## src/rtl/song_reader.sv

```systemverilog
// song_reader: walks an external song ROM (registered read, one-cycle latency)
// and hands one note/duration pair at a time to the note player with a
// single-cycle load strobe. It waits for the player's done pulse before
// fetching the next entry and flags the end of the song.
//
// Optional build macro SONG_READER_LOOP_EN: instead of stopping at the end of
// the song, restart from entry 0 and pulse song_done for one cycle.
module song_reader #(
    parameter int NOTE_IDX_W = 5,
    parameter int SONG_W     = 2
) (
    input  logic                         clk,
    input  logic                         reset,
    input  logic                         play,
    input  logic [SONG_W-1:0]            song_sel,
    input  logic                         note_done,
    output logic [SONG_W+NOTE_IDX_W-1:0] rom_addr,
    input  logic [11:0]                  rom_data,
    output logic [5:0]                   note_to_load,
    output logic [5:0]                   duration_to_load,
    output logic                         load_new_note,
    output logic                         song_done
);

    typedef enum logic [2:0] {
        IDLE,
        FETCH,
        WAIT,
        LOAD,
        PLAY,
        END
    } state_t;

    localparam logic [NOTE_IDX_W-1:0] LAST_IDX = '1;

    state_t                  state, next_state;
    logic [NOTE_IDX_W-1:0]   note_idx;
    logic [SONG_W-1:0]       song_sel_q;

    logic song_change;
    logic idx_clr;
    logic idx_inc;
    logic capture;
    logic song_end;

    assign song_change = (song_sel != song_sel_q);
    assign rom_addr    = {song_sel_q, note_idx};

    // The strobe follows play live in LOAD, and is suppressed on a song change edge.
    assign load_new_note = (state == LOAD) && play && !song_change;

    // Next-state and datapath control decode.
    always_comb begin
        // NOTE: every signal gets a default first so no path leaves it unassigned (no latches).
        next_state = state;
        idx_clr    = 1'b0;
        idx_inc    = 1'b0;
        capture    = 1'b0;
        song_end   = 1'b0;

        if (song_change) begin
            next_state = play ? FETCH : IDLE;
            idx_clr    = 1'b1;
        end else begin
            case (state)
                IDLE:  if (play) next_state = FETCH;
                FETCH: next_state = WAIT;
                WAIT: begin
                    // Duration 0 marks the end of the song; the output registers keep the last note.
                    if (rom_data[5:0] == 6'd0) begin
                        song_end = 1'b1;
                    end else begin
                        capture    = 1'b1;
                        next_state = LOAD;
                    end
                end
                LOAD:  if (play) next_state = PLAY;
                PLAY: begin
                    if (note_done && play) begin
                        if (note_idx == LAST_IDX) begin
                            song_end = 1'b1;
                        end else begin
                            idx_inc    = 1'b1;
                            next_state = FETCH;
                        end
                    end
                end
                END:     next_state = END;
                default: next_state = IDLE;
            endcase

            if (song_end) begin
`ifdef SONG_READER_LOOP_EN
                next_state = FETCH;
                idx_clr    = 1'b1;
`else
                next_state = END;
`endif
            end
        end
    end

    // State, note index, captured ROM word and end flag.
    always_ff @(posedge clk) begin
        // NOTE: sequential state uses non-blocking assignments so all registers update together.
        if (!reset) begin
            state            <= IDLE;
            note_idx         <= '0;
            song_sel_q       <= song_sel;
            note_to_load     <= 6'd0;
            duration_to_load <= 6'd0;
            song_done        <= 1'b0;
        end else begin
            state      <= next_state;
            song_sel_q <= song_sel;

            if (idx_clr) begin
                note_idx <= '0;
            end else if (idx_inc) begin
                note_idx <= note_idx + NOTE_IDX_W'(1);
            end

            if (capture) begin
                note_to_load     <= rom_data[11:6];
                duration_to_load <= rom_data[5:0];
            end

`ifdef SONG_READER_LOOP_EN
            song_done <= song_end;
`else
            if (song_change) begin
                song_done <= 1'b0;
            end else if (song_end) begin
                song_done <= 1'b1;
            end
`endif
        end
    end

endmodule

```

## config.mk

```make
export PLATFORM = sky130hd
export DESIGN_NAME = song_reader
export DESIGN_NICKNAME = d
export VERILOG_FILES = /design/src/rtl/song_reader.sv
export SDC_FILE = /design/constraint.sdc
export NUM_CORES = 1
export LEC_CHECK = 0
export BUFFER_PORTS_ARGS = -buffer_cell sky130_fd_sc_hd__buf_2
export CORE_UTILIZATION = 43
export DETAILED_ROUTE_END_ITERATION = 16
export PLACE_DENSITY = 0.79
export SKIP_LAST_GASP = 1
export SLEW_MARGIN = 20
export SYNTH_ARGS = -nofsm -noshare
export SYNTH_HDL_FRONTEND = slang
export SYNTH_SLANG_ARGS = --single-unit
```

## constraint.sdc

```tcl
create_clock -name clk -period 1.5 [get_ports clk]
set_input_delay 0.3 -clock clk [delete_from_list [all_inputs] [get_ports clk]]
set_output_delay 0.3 -clock clk [all_outputs]
set_load 0.005 [all_outputs]
```

==> metrics, run 1 <==
first-pass GRT wire length around 3.4 mm; Core Util, Final 0.596; dpl hpwl around 1.6 mm; Die X a little over 50 microns; Die Ht slightly above 50 microns; Tightest Pin Transition between 300 and 400 ps; YS warnings 0; # diodes 0; Skew-Pair Late Insertion Delay around 310 ps; Endpoint, Worst Hold song_sel_q[0]; asr flop ratio synth 0; max_slew headroom 0.792; Worst path top cell family by delay flip-flops; H-tree depth 1; Port-buffer cells 38; largest net degree at the start of global routing 26; clock slew at reported path FFs approximately 120 ps; num rows 17; Netlist cell types 29; Post-synth EDFFs 0; # hold bufs at CTS 0; CTS tree yes; final setup fails 1; PwrDens between 700 and 800 mW/mm^2; Critical Path AT ~1200 ps; critical path, cell by cell xor2_2 -> nor2_2 -> and4_1 -> buf_2; R2R depth 7; Fin. Hold Viols 0; crit path kind flip-flop to output port; Hold Path Class primary input to flip-flop; status finished with violations; drt wl/cell 11.5 microns; worst hold path cell count 1; Post-Synthesis Cells around 120; WP buf/inv 1; synth cell count leaders 32 x nand2_1, 23 x dfxtp_1, 13 x mux2i_1; Layout area overhead 26.3%; RSZ-0062 raised after global routing true; most frequent cell after synthesis nand2_1; Critical R2R Launch song_sel_q[1]; Overflow after GRT 0; Yosys reg bits 23; share of layout cells above drive strength 1 0.403; Initial Util 0.472; Hold Path Origin song_sel[0]; Top FF cell, synth dfxtp_1; DR iter-0 viols 8; clock network power share 0.279; Int Power 770 uW; Final min period about 1500 ps; Placement Setup Slack -28.9 ps; Static Leak 0.597 nW; Filler cells 198; ranking of synthesized cells by area dfxtp_1 43%, mux2i_1 12%, nand2_1 11%; ANT nets after route 0; Worst setup SP type flip-flop; reg2reg setup slack 70 ps; Yosys top cell area share 0.428; Pins Over Slew Limit 0; clk sinks 23; Worst IR Drop VDD approximately 0.00062 V; highest clock rate between 600 and 700 MHz; Worst setup EP type output port; antenna violations before repair 0; skew final ~3.8 ps; final hold slack 115 ps; DP Area approximately 0.0013 sq mm; critical path required time 1200 ps; Vias per Instance ~5.0; # IOs 39; Clock Path Buffers 2; Nets 180; via count a little over 900; total core area roughly 0.0023 sq mm; CP peak stage delay approximately 350 ps; sw frac 0.248; vias in the first global route roughly 820; CP Depth 4; Flop pwr share 0.618; cell taking the most area after synthesis dfxtp_1; P_sw about 250 uW; cell area after layout 0.00136 sq mm; Logic pwr share 0.104; syn_area_per_cell ~9.0 sq um; DRT Pass-1 Iters 4; DIE AREA approximately 0.0027 sq mm; violated checks negative setup slack; Max-Cap Viols 0; PnR worst setup slack -21.2 ps; drt drc 0; clock root buffer clkbuf_4; Tcrit/Tclk final 1.01; CP max stage cell dfxtp_2; sequential share of the synthesized area 0.428; Total GRT Usage 0.164; Reg-to-Reg End duration_to_load[1]; WL final 2.15 mm; cts bufs inserted 3; Mapped Area between 0.001 and 0.0015 sq mm; gp weighted congestion between 0.7 and 0.8; syn_nets approximately 140; Crit Path Max Fanout 2
==> area by class of cell <==
cell class	instances	area, sq um	share of cell area
clock buffer	3	22.5	0.0166
tap	28	35.0	0.0258
clock inverter	1	5.00	0.00369
sequential	23	468	0.345
inverter	1	3.75	0.00276
multi-input combinational	87	576	0.424
timing repair buffer	44	248	0.182
==> registers in the layout, indices dropped and copies added, names as in the netlist <==
register,flops
note_to_load,6
duration_to_load,6
song_sel_q,2
state,3
note_idx,5
song_done,1
==> timing repair <==
item,in CTS,in global routing
pin swaps,2,4
resized for setup,5,8
endpoints found under the setup margin,6,4
setup buffers,1,2
==> power groups by stage <==
stage          logic [mW]  clock network [mW]  registers (mW)
2_1_floorplan      0.0643                   0           0.637
3_3_place_gp       0.0907                   0           0.642
3_5_place_dp       0.0940                   0           0.643
4_1_cts            0.0997               0.296           0.630
5_1_grt             0.118               0.332           0.634
6_report            0.106               0.285           0.632
==> placed cells by master, fill, tap and decap left out, types with 2 or more instances in the layout <==
cell type  synthesis  final
dfxtp_1           23     17
buf_2              2     38
nor2_1             5      4
and3_1             3      2
nand3_1            5      5
a21oi_1            6      6
nor2b_1            2      2
nand2_1           32     31
mux2i_1           13     13
o21ai_0            3      3
clkbuf_4           0      3
xor2_1             5      4
buf_4              1      5
dfxtp_2            0      6
==> layer usage <==
metal	global-route usage	vias to the layer above	wire length, microns
li1	-	479	-
met1	0.205	415	1020
met2	0.280	32	976
met3	0.0380	0	150
met4	0.0405	0	0
met5	0	-	0
==> worst max path at each step <==
stage                        from             to
floorplan             note_idx[0]    note_idx[0]
global placement      note_idx[1]    note_idx[0]
detailed placement    note_idx[1]    note_idx[0]
CTS                 song_sel_q[0]  load_new_note
global route        song_sel_q[1]  load_new_note
finish              song_sel_q[1]  load_new_note
==> stage by stage <==
step                cells  TNS [ps]  power, mW
floorplan             119         0      0.701
global placement      180         0      0.733
detailed placement    180     -66.9      0.737
CTS                   185     -31.8       1.03
global route          187      -213       1.08
finish                187     -21.2       1.02
==> cell families (layout without fill, tap and decap cells) <==
logic type      Yosys count  in the layout  synth area share
simple gates             54             54             0.248
flops                    23             23             0.428
compound gates           13             13            0.0675
mux                      13             13             0.121
buf+inv                   9             49            0.0710
xor+xnor                  5              5            0.0407
fa+ha+maj                 2              2            0.0233
No activity file was read; power rests on OpenSTA's default activity.
==> inputs of run 2 (changes only) <==
--- a/config.mk
+++ b/config.mk
@@ -5,7 +5,7 @@
 export SDC_FILE = /design/constraint.sdc
 export NUM_CORES = 1
 export LEC_CHECK = 0
-export BUFFER_PORTS_ARGS = -buffer_cell sky130_fd_sc_hd__buf_2
+export BUFFER_PORTS_ARGS = -buffer_cell sky130_fd_sc_hd__buf_4
 export CORE_UTILIZATION = 43
 export DETAILED_ROUTE_END_ITERATION = 16
 export PLACE_DENSITY = 0.79
==> run 2 against run 1 <==
Net effect:
- the flow still finishes with violations (negative setup slack)
- clock-buffer cell count increased by 1
- fmax increased by 0.21%
- setup slack improved by 3.3 ps
- first-iteration DRC count is the same
- combinational power up 9%
- register-to-register slack about the same
- sequential cell count did not move
- global-route usage grew 0.11 points
- cell area up 6.8%
- sequential share of layout area down 2.3 points
- largest cell class unchanged
==> metrics, run 2 (synthesis gave the netlist of run 1 again) <==
Logic pwr share 0.113 (was 0.104); Final min period 1520 ps (about the same); Fin. Hold Viols 0 (unchanged); DR iter-0 viols 8 (unchanged); status finished with violations (unchanged); Tightest Pin Transition 307 ps (was 311 ps); Nets 180 (unchanged); Port-buffer cells 38 (unchanged); Overflow after GRT 0 (unchanged); # diodes 0 (unchanged); highest clock rate 659 MHz (was 657 MHz); PnR worst setup slack -18.0 ps (was -21.2 ps); PwrDens 707 mW/mm^2 (was 754 mW/mm^2); Most Crowded Layer GR met2 (unchanged); Layout area overhead 34.9% (was 26.3%); CP peak stage delay 340 ps (was 350 ps); RSZ-0062 raised after global routing true (unchanged); Worst IR Drop VDD 0.000486 V (was 0.000615 V); Skew-Pair Late Insertion Delay 300 ps (was 310 ps); drt drc 0 (unchanged); critical path, cell by cell xor2_1 -> nor2_2 -> and4_1 -> buf_4 (was xor2_2 -> nor2_2 -> and4_1 -> buf_2); Max-Cap Viols 0 (unchanged); clock slew at reported path FFs 130 ps (was 120 ps); largest net degree at the start of global routing 26 (unchanged); Placement Setup Slack -35.2 ps (was -28.9 ps); Critical Path AT 1220 ps (about the same); skew final 12.5 ps (was 3.77 ps); antenna violations before repair 0 (unchanged); violated checks negative setup slack (unchanged); max_slew headroom 0.795 (was 0.792); commonest non-fill, non-tap cell in the layout buf_4 (was buf_2); ANT nets after route 0 (unchanged); sw frac 0.234 (was 0.248); share of layout cells above drive strength 1 0.390 (was 0.403); clk sinks 23 (unchanged); gp weighted congestion 0.785 (was 0.776); Pins Over Slew Limit 0 (unchanged); critical path required time 1200 ps (about the same); Worst setup SP type flip-flop (unchanged); drt wl/cell 11.5 microns (about the same); DRT Pass-1 Iters 4 (unchanged); vias in the first global route 841 (was 822); Hold Path Class primary input to flip-flop (unchanged); clock network power share 0.270 (was 0.279); H-tree depth 1 (unchanged); GR Layer Usage met1 0.212 (was 0.205); Worst path top cell family by delay flip-flops (unchanged); CTS tree yes (unchanged); Overall Power 1.03 mW (was 1.02 mW); total core area 0.00228 sq mm (unchanged); Top Registers duration_to_load: 6 flops, note_to_load: 6 flops, note_idx: 5 flops (unchanged); met3 GRT Util 0.0292 (was 0.0380); num rows 17 (unchanged); cts bufs inserted 3 (unchanged); Initial Util 0.472 (unchanged); crit path kind flip-flop to output port (unchanged); Flop pwr share 0.617 (was 0.618); WL final 2.15 mm (about the same); dpl hpwl 1.56 mm (was 1.55 mm); Clock Path Buffers 2 (unchanged); Filler cells 199 (was 198); clock root buffer clkbuf_4 (unchanged); final setup fails 1 (unchanged); Static Leak 0.608 nW (was 0.597 nW); Int Power 785 uW (was 770 uW); # IOs 39 (unchanged); first-pass GRT wire length 3.45 mm (was 3.38 mm); # hold bufs at CTS 0 (unchanged); Tcrit/Tclk final 1.01 (about the same); Worst setup EP type output port (unchanged); DIE AREA 0.00270 sq mm (unchanged); Total GRT Usage 0.165 (was 0.164); CP max stage cell dfxtp_2 (unchanged); via count 928 (was 926); Core Util, Final 0.637 (was 0.596); Die Ht 52.0 microns (unchanged); WP buf/inv 1 (unchanged); Die X 52.0 microns (unchanged); Vias per Instance 4.96 (was 4.95); most frequent cells in the layout 43 x buf_4, 31 x nand2_1, 18 x dfxtp_1 (was 38 x buf_2, 31 x nand2_1, 17 x dfxtp_1); Crit Path Max Fanout 2 (unchanged); P_sw 240 uW (was 254 uW); met2 usage 0.280 (unchanged)
run 2: per-layer routing:
metal,vias up,part of all wire
met5,-,0
met4,0,0.0098
met3,2,0.072
met2,34,0.45
met1,416,0.47
li1,476,-
run 2: power groups by stage:
| stage | sequential, mW | clock (mW) | combinational (mW) |
|---|---|---|---|
| 6_report | 0.633 | 0.277 | 0.116 |
| 5_1_grt | 0.635 | 0.312 | 0.129 |
| 3_3_place_gp | 0.643 | 0 | 0.107 |
| 4_1_cts | 0.631 | 0.277 | 0.114 |
| 2_1_floorplan | 0.637 | 0 | 0.0643 |
| 3_5_place_dp | 0.643 | 0 | 0.109 |
run 2: worst paths after layout:
path	start	to	slack, ps	cells past startpoint
max	song_sel_q[1]	load_new_note	-20	4
min	song_sel[1]	song_sel_q[1]	110	1
max reg2reg	note_idx[0]	note_idx[3]	70	7
min reg2reg	note_to_load[1]	note_to_load[1]	470	2
run 2: what timing repair did:
action	4_1_cts	5_1_grt
endpoints found under the setup margin	4	7
pin swaps	4	5
gates resized for setup	5	7
setup buffers	1	1
run 2: cell type report:
cell class / count / area [sq um] / share of cell area
clock buffer: 4 / 26.3 / 0.0181
inverter: 1 / 3.75 / 0.00259
sequential: 23 / 467 / 0.322
tap: 28 / 35.0 / 0.0242
multi-input combinational: 87 / 576 / 0.397
timing repair buffer: 44 / 343 / 0.236
run 2: metrics by stage:
step                instance area, sq um  hold WS (ps)  setup TNS [ps]  std cells
floorplan                           1080           328               0        119
global placement                    1370           419               0        181
detailed placement                  1370           424           -53.3        181
CTS                                 1410           110           -14.5        186
global route                        1450          97.2            -109        187
finish                              1450           106           -18.0        187
